==> config.mk <==
export PLATFORM = sky130hd
export DESIGN_NAME = hub75_color_rx
export DESIGN_NICKNAME = d
export VERILOG_FILES = /design/src/rtl/hub75_color_rx.sv
export SDC_FILE = /design/constraint.sdc
export NUM_CORES = 2
export LEC_CHECK = 0
export ABC_CLOCK_PERIOD_IN_PS = 3860
export CAP_MARGIN = 25
export CORE_MARGIN = 3
export CORE_UTILIZATION = 50
export DETAILED_ROUTE_END_ITERATION = 10
export GPL_ROUTABILITY_DRIVEN = 0
export HOLD_SLACK_MARGIN = 0.05
export PLACE_DENSITY = 0.75
export SYNTH_ARGS = -nofsm -noshare
export SYNTH_HDL_FRONTEND = slang
export SYNTH_SLANG_ARGS = --single-unit
==> constraint.sdc <==
create_clock -name clk -period 3.86 [get_ports clk]
set_input_delay 0.772 -clock clk [delete_from_list [all_inputs] [get_ports clk]]
set_output_delay 0.772 -clock clk [all_outputs]
set_load 0.01 [all_outputs]
==> src/rtl/hub75_color_rx.sv <==
// hub75_color_rx -- HUB75 receive-side row capture (panel emulator / loopback checker).
//
// Samples the HUB75 shift clock, per-segment RGB lines and latch enable. It
// rebuilds each shifted row of hpixel_p pixels per segment, and on the latch
// rising edge presents the row as a parallel snapshot with a one-cycle valid
// pulse.
//
// Optional feature macro: HUB75_RX_SYNC_EN
//   When defined, every input line gets a 2-flop synchronizer, which adds 2
//   cycles of latency. When undefined, the inputs must already be in the clk
//   domain.
//
// Ports:
//   clk, rst_n           clock, async active-low reset
//   i_serial_clk         shift clock (data captured on its rise)
//   i_red/green/blue     [segments_p] data bit per segment
//   i_latch_en           rising edge commits the row
//   i_clr_err            clears o_len_err (a commit that sets it wins)
//   o_row_valid          one-cycle pulse per commit
//   o_row_red/green/blue [segments_p][hpixel_p] committed rows, bit 0 = first shifted
//   o_bit_cnt            bits shifted since last commit (saturates at hpixel_p)
//   o_row_cnt            committed row count (wraps)
//   o_len_err            sticky: a commit happened with a wrong length or overrun

// Per-segment working shift registers for R, G and B (index 0 = red).
module hub75_color_rx_lane #(
  parameter int hpixel_p = 64,
  parameter int cnt_wd_p = 7
) (
  input  logic                     clk,
  input  logic                     rst_n,
  input  logic                     shift,
  input  logic                     ovf,
  input  logic                     commit,
  input  logic [cnt_wd_p-1:0]      idx,
  input  logic [2:0]               din,
  output logic [2:0][hpixel_p-1:0] nxt
);
  logic [2:0][hpixel_p-1:0] w;

  // nxt already includes a shift in the same cycle, so a commit sees that bit.
  always_comb begin
    nxt = w;
    if (shift) begin
      for (int c = 0; c < 3; c++) begin
        if (ovf) begin
          nxt[c] = {din[c], w[c][hpixel_p-1:1]};
        end else begin
          for (int i = 0; i < hpixel_p; i++)
            if (idx == cnt_wd_p'(i)) nxt[c][i] = din[c];
        end
      end
    end
  end

  always_ff @(posedge clk or negedge rst_n) begin
    if (!rst_n)      w <= '0;
    else if (commit) w <= '0;
    else             w <= nxt;
  end
endmodule

module hub75_color_rx #(
  parameter  int hpixel_p   = 64,
  parameter  int segments_p = 2,
  localparam int cnt_wd_p   = $clog2(hpixel_p+1)
) (
  input  logic                                 clk,
  input  logic                                 rst_n,
  input  logic                                 i_serial_clk,
  input  logic [segments_p-1:0]                i_red,
  input  logic [segments_p-1:0]                i_green,
  input  logic [segments_p-1:0]                i_blue,
  input  logic                                 i_latch_en,
  input  logic                                 i_clr_err,
  output logic                                 o_row_valid,
  output logic [segments_p-1:0][hpixel_p-1:0]  o_row_red,
  output logic [segments_p-1:0][hpixel_p-1:0]  o_row_green,
  output logic [segments_p-1:0][hpixel_p-1:0]  o_row_blue,
  output logic [cnt_wd_p-1:0]                  o_bit_cnt,
  output logic [15:0]                          o_row_cnt,
  output logic                                 o_len_err
);
  localparam int IW = 3 + 3*segments_p;

  logic [IW-1:0] in_vec, s_vec;
  assign in_vec = {i_serial_clk, i_latch_en, i_clr_err, i_red, i_green, i_blue};

`ifdef HUB75_RX_SYNC_EN
  logic [IW-1:0] sync1, sync2;
  always_ff @(posedge clk or negedge rst_n) begin
    if (!rst_n) begin
      sync1 <= '0;
      sync2 <= '0;
    end else begin
      sync1 <= in_vec;
      sync2 <= sync1;
    end
  end
  assign s_vec = sync2;
`else
  assign s_vec = in_vec;
`endif

  logic                  s_sclk, s_latch, s_clr;
  logic [segments_p-1:0] s_red, s_green, s_blue;
  assign {s_sclk, s_latch, s_clr, s_red, s_green, s_blue} = s_vec;

  logic sclk_q, latch_q;
  always_ff @(posedge clk or negedge rst_n) begin
    if (!rst_n) begin
      sclk_q  <= 1'b0;
      latch_q <= 1'b0;
    end else begin
      sclk_q  <= s_sclk;
      latch_q <= s_latch;
    end
  end

  logic sclk_rise, latch_rise, shift, ovf, overrun, overrun_nxt;
  logic [cnt_wd_p-1:0] cnt_nxt;

  assign sclk_rise  = s_sclk & ~sclk_q;
  assign latch_rise = s_latch & ~latch_q;
  // Only a latch that was already high blocks a shift. A shift coinciding
  // with the latch rise is kept, so the committed row includes that bit.
  assign shift       = sclk_rise & ~(s_latch & latch_q);
  assign ovf         = (o_bit_cnt == cnt_wd_p'(hpixel_p));
  assign cnt_nxt     = (shift && !ovf) ? o_bit_cnt + 1'b1 : o_bit_cnt;
  assign overrun_nxt = overrun | (shift & ovf);

  logic [segments_p-1:0][2:0][hpixel_p-1:0] lane_nxt;

  for (genvar s = 0; s < segments_p; s++) begin : g_lane
    hub75_color_rx_lane #(.hpixel_p(hpixel_p), .cnt_wd_p(cnt_wd_p)) u_lane (
      .clk    (clk),
      .rst_n  (rst_n),
      .shift  (shift),
      .ovf    (ovf),
      .commit (latch_rise),
      .idx    (o_bit_cnt),
      .din    ({s_blue[s], s_green[s], s_red[s]}),
      .nxt    (lane_nxt[s])
    );
  end

  always_ff @(posedge clk or negedge rst_n) begin
    if (!rst_n) begin
      o_row_valid <= 1'b0;
      o_row_red   <= '0;
      o_row_green <= '0;
      o_row_blue  <= '0;
      o_bit_cnt   <= '0;
      o_row_cnt   <= '0;
      o_len_err   <= 1'b0;
      overrun     <= 1'b0;
    end else begin
      o_row_valid <= latch_rise;
      if (latch_rise) begin
        for (int s = 0; s < segments_p; s++) begin
          o_row_red[s]   <= lane_nxt[s][0];
          o_row_green[s] <= lane_nxt[s][1];
          o_row_blue[s]  <= lane_nxt[s][2];
        end
        o_row_cnt <= o_row_cnt + 16'd1;
        o_bit_cnt <= '0;
        overrun   <= 1'b0;
        if (cnt_nxt != cnt_wd_p'(hpixel_p) || overrun_nxt) o_len_err <= 1'b1;
        else if (s_clr)                                    o_len_err <= 1'b0;
      end else begin
        o_bit_cnt <= cnt_nxt;
        overrun   <= overrun_nxt;
        if (s_clr) o_len_err <= 1'b0;
      end
    end
  end
endmodule
==> impl_metrics.env <==
export IMPL_timing_setup_critical_path_class="reg -> out"
export IMPL_dieArea_mm2=0.0802
export IMPL_antenna_found_initial=2
export IMPL_most_common_cell_after_layout_fill_and_taps_aside="dfrtp_1"
export IMPL_final_layout_size_suffix_gt1_frac=0.137
export IMPL_synth_area_mm2=0.0384
export IMPL_cp_data_arrival_time_ps=2490
export IMPL_worst_path_stages=2
export IMPL_sequentialPowerShare=0.438
export IMPL_cts_repair_timing_setup_buffer_count=0
export IMPL_cp_buffers_inverters=2
export IMPL_hpwl_um=78100
export IMPL_critPathTopFamily="buffers and inverters"
export IMPL_cts_htree_levels=3
export IMPL_worst_slew_margin_rel=0.325
export IMPL_grt_max_degree=169
export IMPL_synth_net_count=3824
export IMPL_area_growth_syn_to_fin_pct=21.3
export IMPL_post_synth_xor_area_fraction=0.00479
export IMPL_whs_ps=209
export IMPL_synth_enable_flop_cells=0
export IMPL_worst_slack_ps=593
export IMPL_grt_pass1_wl_um=192000
export IMPL_placed_cells=4960
export IMPL_power_combinational_fraction=0.150
export IMPL_share_clk_of_total_power=0.412
export IMPL_crit_path_end="o_bit_cnt[2]"
export IMPL_crit_reg2reg_launch="o_bit_cnt[0]$_DFF_PN0_"
export IMPL_cts_resized_gates=0
export IMPL_ys_dominant_reg_cell="dfrtp_1"
export IMPL_p_int_mw=14.6
export IMPL_critPathLaunchType="flip-flop"
export IMPL_synth_area_per_cell_um2=10.1
export IMPL_worst_r2r_setup_slack_ps=620
export IMPL_chipHeight_um=283
export IMPL_placeable_area_mm2=0.0761
export IMPL_syn_instance_count=3808
export IMPL_dpl_instance_area_mm2=0.0437
export IMPL_synth_seq_cells=796
export IMPL_endpoint_kind="output port"
export IMPL_power_leakage_nw=18.5
export IMPL_port_buffers=419
export IMPL_rsz_0062_raised_after_global_routing="false"
export IMPL_routed_via_density=6.53
export IMPL_stdcell_area_mm2=0.0466
export IMPL_worst_path_max_fanout=23
export IMPL_switching_share=0.284
export IMPL_fmax_mhz=306
export IMPL_remaining_global_route_overflow=0
export IMPL_worstPathCellList="buf_4 > clkdlybuf4s50_1"
export IMPL_synth_adder_area_share=0.00163
export IMPL_synth_compound_area_frac=0.299
export IMPL_power_per_cell_area_mw_per_mm2=439
export IMPL_final_antenna_net_count=0
export IMPL_hold_class="in -> async"
export IMPL_cts_inserted_buffers=86
export IMPL_r2r_end="o_row_blue[127]$_DFFE_PN0P_"
export IMPL_place_ws_ps=518
export IMPL_status="finished, final reports clean"
export IMPL_drt_pass1_iterations=6
export IMPL_cts_hold_repair_buffers=0
export IMPL_cts_tree="built"
export IMPL_cts_max_path_buffers=3
export IMPL_fin_crit_sh=0.846
export IMPL_switching_pwr_mw=5.82
export IMPL_cts_sinks=796
export IMPL_clk_pin_slew_worst_paths_ps=60
export IMPL_depth_of_the_most_critical_reg_to_reg_path=7
export IMPL_grt_use_total=0.297
export IMPL_most_common_layout_cells="dfrtp_1 (795), clkdlybuf4s50_1 (418), nor2_1 (389)"
export IMPL_yosysWarningCount=0
export IMPL_worstMarginPinSlew_ps=1010
export IMPL_io_pins=420
export IMPL_die_width_um=283
export IMPL_final_nets=4034
export IMPL_power_ir_vdd_worst_mv=0.332
export IMPL_worstSetupStartpoint="o_bit_cnt[2]$_DFF_PN0_"
export IMPL_clock_latency_ps=640
export IMPL_final_critical_delay_including_setup_and_external_delays_ps=3270
export IMPL_ys_types=70
export IMPL_async_reset_ff_frac=1.00
export IMPL_cpPeakStageDelay_ps=820
export IMPL_dominant_combinational_cell_family_by_area_after_synthesis="compound AO/OA/AOI/OAI gates"
export IMPL_setup_tns_ps=0
export IMPL_dr_total_vias=33400
export IMPL_report_final_slew_viol_count=0
export IMPL_yosys_area_share_simple=0.125
export IMPL_remaining_drc_errors=0
export IMPL_detailedRoute_firstIterationViolations=3944
export IMPL_fin_skew_ps=17.8
export IMPL_finalNonFillerCells=5113
export IMPL_grt_pass1_vias=32700
export IMPL_final_wirelength_um=123000
export IMPL_worst_path_required_time_ps=3090
export IMPL_max_cap_viol_count=0
export IMPL_wl_per_cell_um=24.0
export IMPL_muxShareOfSynthArea=0.00169
export IMPL_critPathSlowestCell="dfrtp_1"
export IMPL_synth_yosys_seq_area_share=0.518
export IMPL_finalSetupViolCount=0
export IMPL_clock_root_buffer="clkbuf_16"
export IMPL_core_rowCount=101
export IMPL_floorplan_initialDensity=0.505
export IMPL_hold_viol=0
[Yosys cell counts (4+ instances only)]
library cell  number  share of area
nand2_1          386          0.038
buf_6             15         0.0044
a32o_1           186          0.048
o31ai_2          171          0.056
o21ai_1           10         0.0013
or4b_2             7         0.0018
nor3b_2            5         0.0016
xnor2_1           17         0.0039
and2_1             5        0.00081
o21ai_0          195          0.025
buf_1             30         0.0029
o31ai_1            6         0.0012
a21oi_1          360          0.047
and4bb_2           6         0.0020
buf_4              7         0.0014
and3_1             5        0.00081
a31oi_1          184          0.030
and3b_1            9         0.0021
o32a_1           183          0.048
a22oi_1           72          0.014
nand3b_1           9         0.0018
or3b_1             4        0.00091
dfrtp_1          796           0.52
xor2_1             4        0.00091
o22ai_2           58          0.019
nand3_1           19         0.0025
nand4_1            5        0.00081
o22ai_1           10         0.0016
buf_2             93          0.012
nor2_1           389          0.038
ha_1               5         0.0016
clkbuf_1         295          0.029
nor3_1           188          0.024
mux2_2             4         0.0012
[worst min path at each step]
stage,startpoint,end,slack [ps],cells after the start
after global placement,o_row_cnt[15]$_DFFE_PN0P_,o_row_cnt[15]$_DFFE_PN0P_,460,1
after floorplan,rst_n,g_lane[0].u_lane.w[0]$_DFF_PN0_,480,0
after global routing,rst_n,g_lane[1].u_lane.w[27]$_DFF_PN0_,240,1
after CTS,rst_n,g_lane[1].u_lane.w[27]$_DFF_PN0_,200,1
final,rst_n,g_lane[1].u_lane.w[27]$_DFF_PN0_,210,1
after detailed placement,o_row_cnt[15]$_DFFE_PN0P_,o_row_cnt[15]$_DFFE_PN0P_,470,1
[sequential cells by signal, summed over array words and instances, names as in the netlist]
| name | cells |
|---|---|
| g_lane.u_lane.w | 384 |
| o_len_err | 1 |
| o_row_valid | 1 |
| overrun | 1 |
| o_row_red | 128 |
| o_row_green | 128 |
| o_bit_cnt | 7 |
| sclk_q | 1 |
| o_row_blue | 128 |
| o_row_cnt | 16 |
| latch_q | 1 |
[layout make-up]
| type | instances | area, µm² |
|---|---|---|
| clock buffer | 123 | 2520 |
| tap | 1030 | 1290 |
| clock inverter | 29 | 349 |
| antenna | 1 | 2.50 |
| multi-input combinational | 2568 | 16600 |
| sequential | 796 | 19900 |
| timing repair buffer | 563 | 5880 |
| inverter | 3 | 18.8 |
| fill | 6204 | 29500 |
[routing by layer]
metal	GRT usage	wire length, µm
met3	0.0629	10900
met2	0.473	57800
met1	0.396	48600
met5	0	7
met4	0.123	5440
[metrics by stage]
stage	util	total power, mW
2_1_floorplan	-	10.6
3_3_place_gp	0.575	12.1
3_5_place_dp	0.575	12.1
4_1_cts	0.613	20.6
5_1_grt	0.613	21.1
6_report	0.613	20.5
[power by group through the flow]
stage	logic (mW)	clock network, mW	registers (mW)
detailed placement	3.04	0	9.10
finish	3.07	8.43	8.96
CTS	3.05	8.55	8.96
global placement	3.01	0	9.10
floorplan	1.44	0	9.13
global route	3.27	8.85	8.99
[cells by family after synthesis]
kind of cell | after synthesis
AO/OA/AOI/OAI | 1459
AND/OR/NAND/NOR | 1077
flip-flops | 796
buffers and inverters | 444
XOR/XNOR | 21
multiplexers | 6
adder cells (fa/ha/maj) | 5
Note: power is estimated with default switching activity, not from simulation.
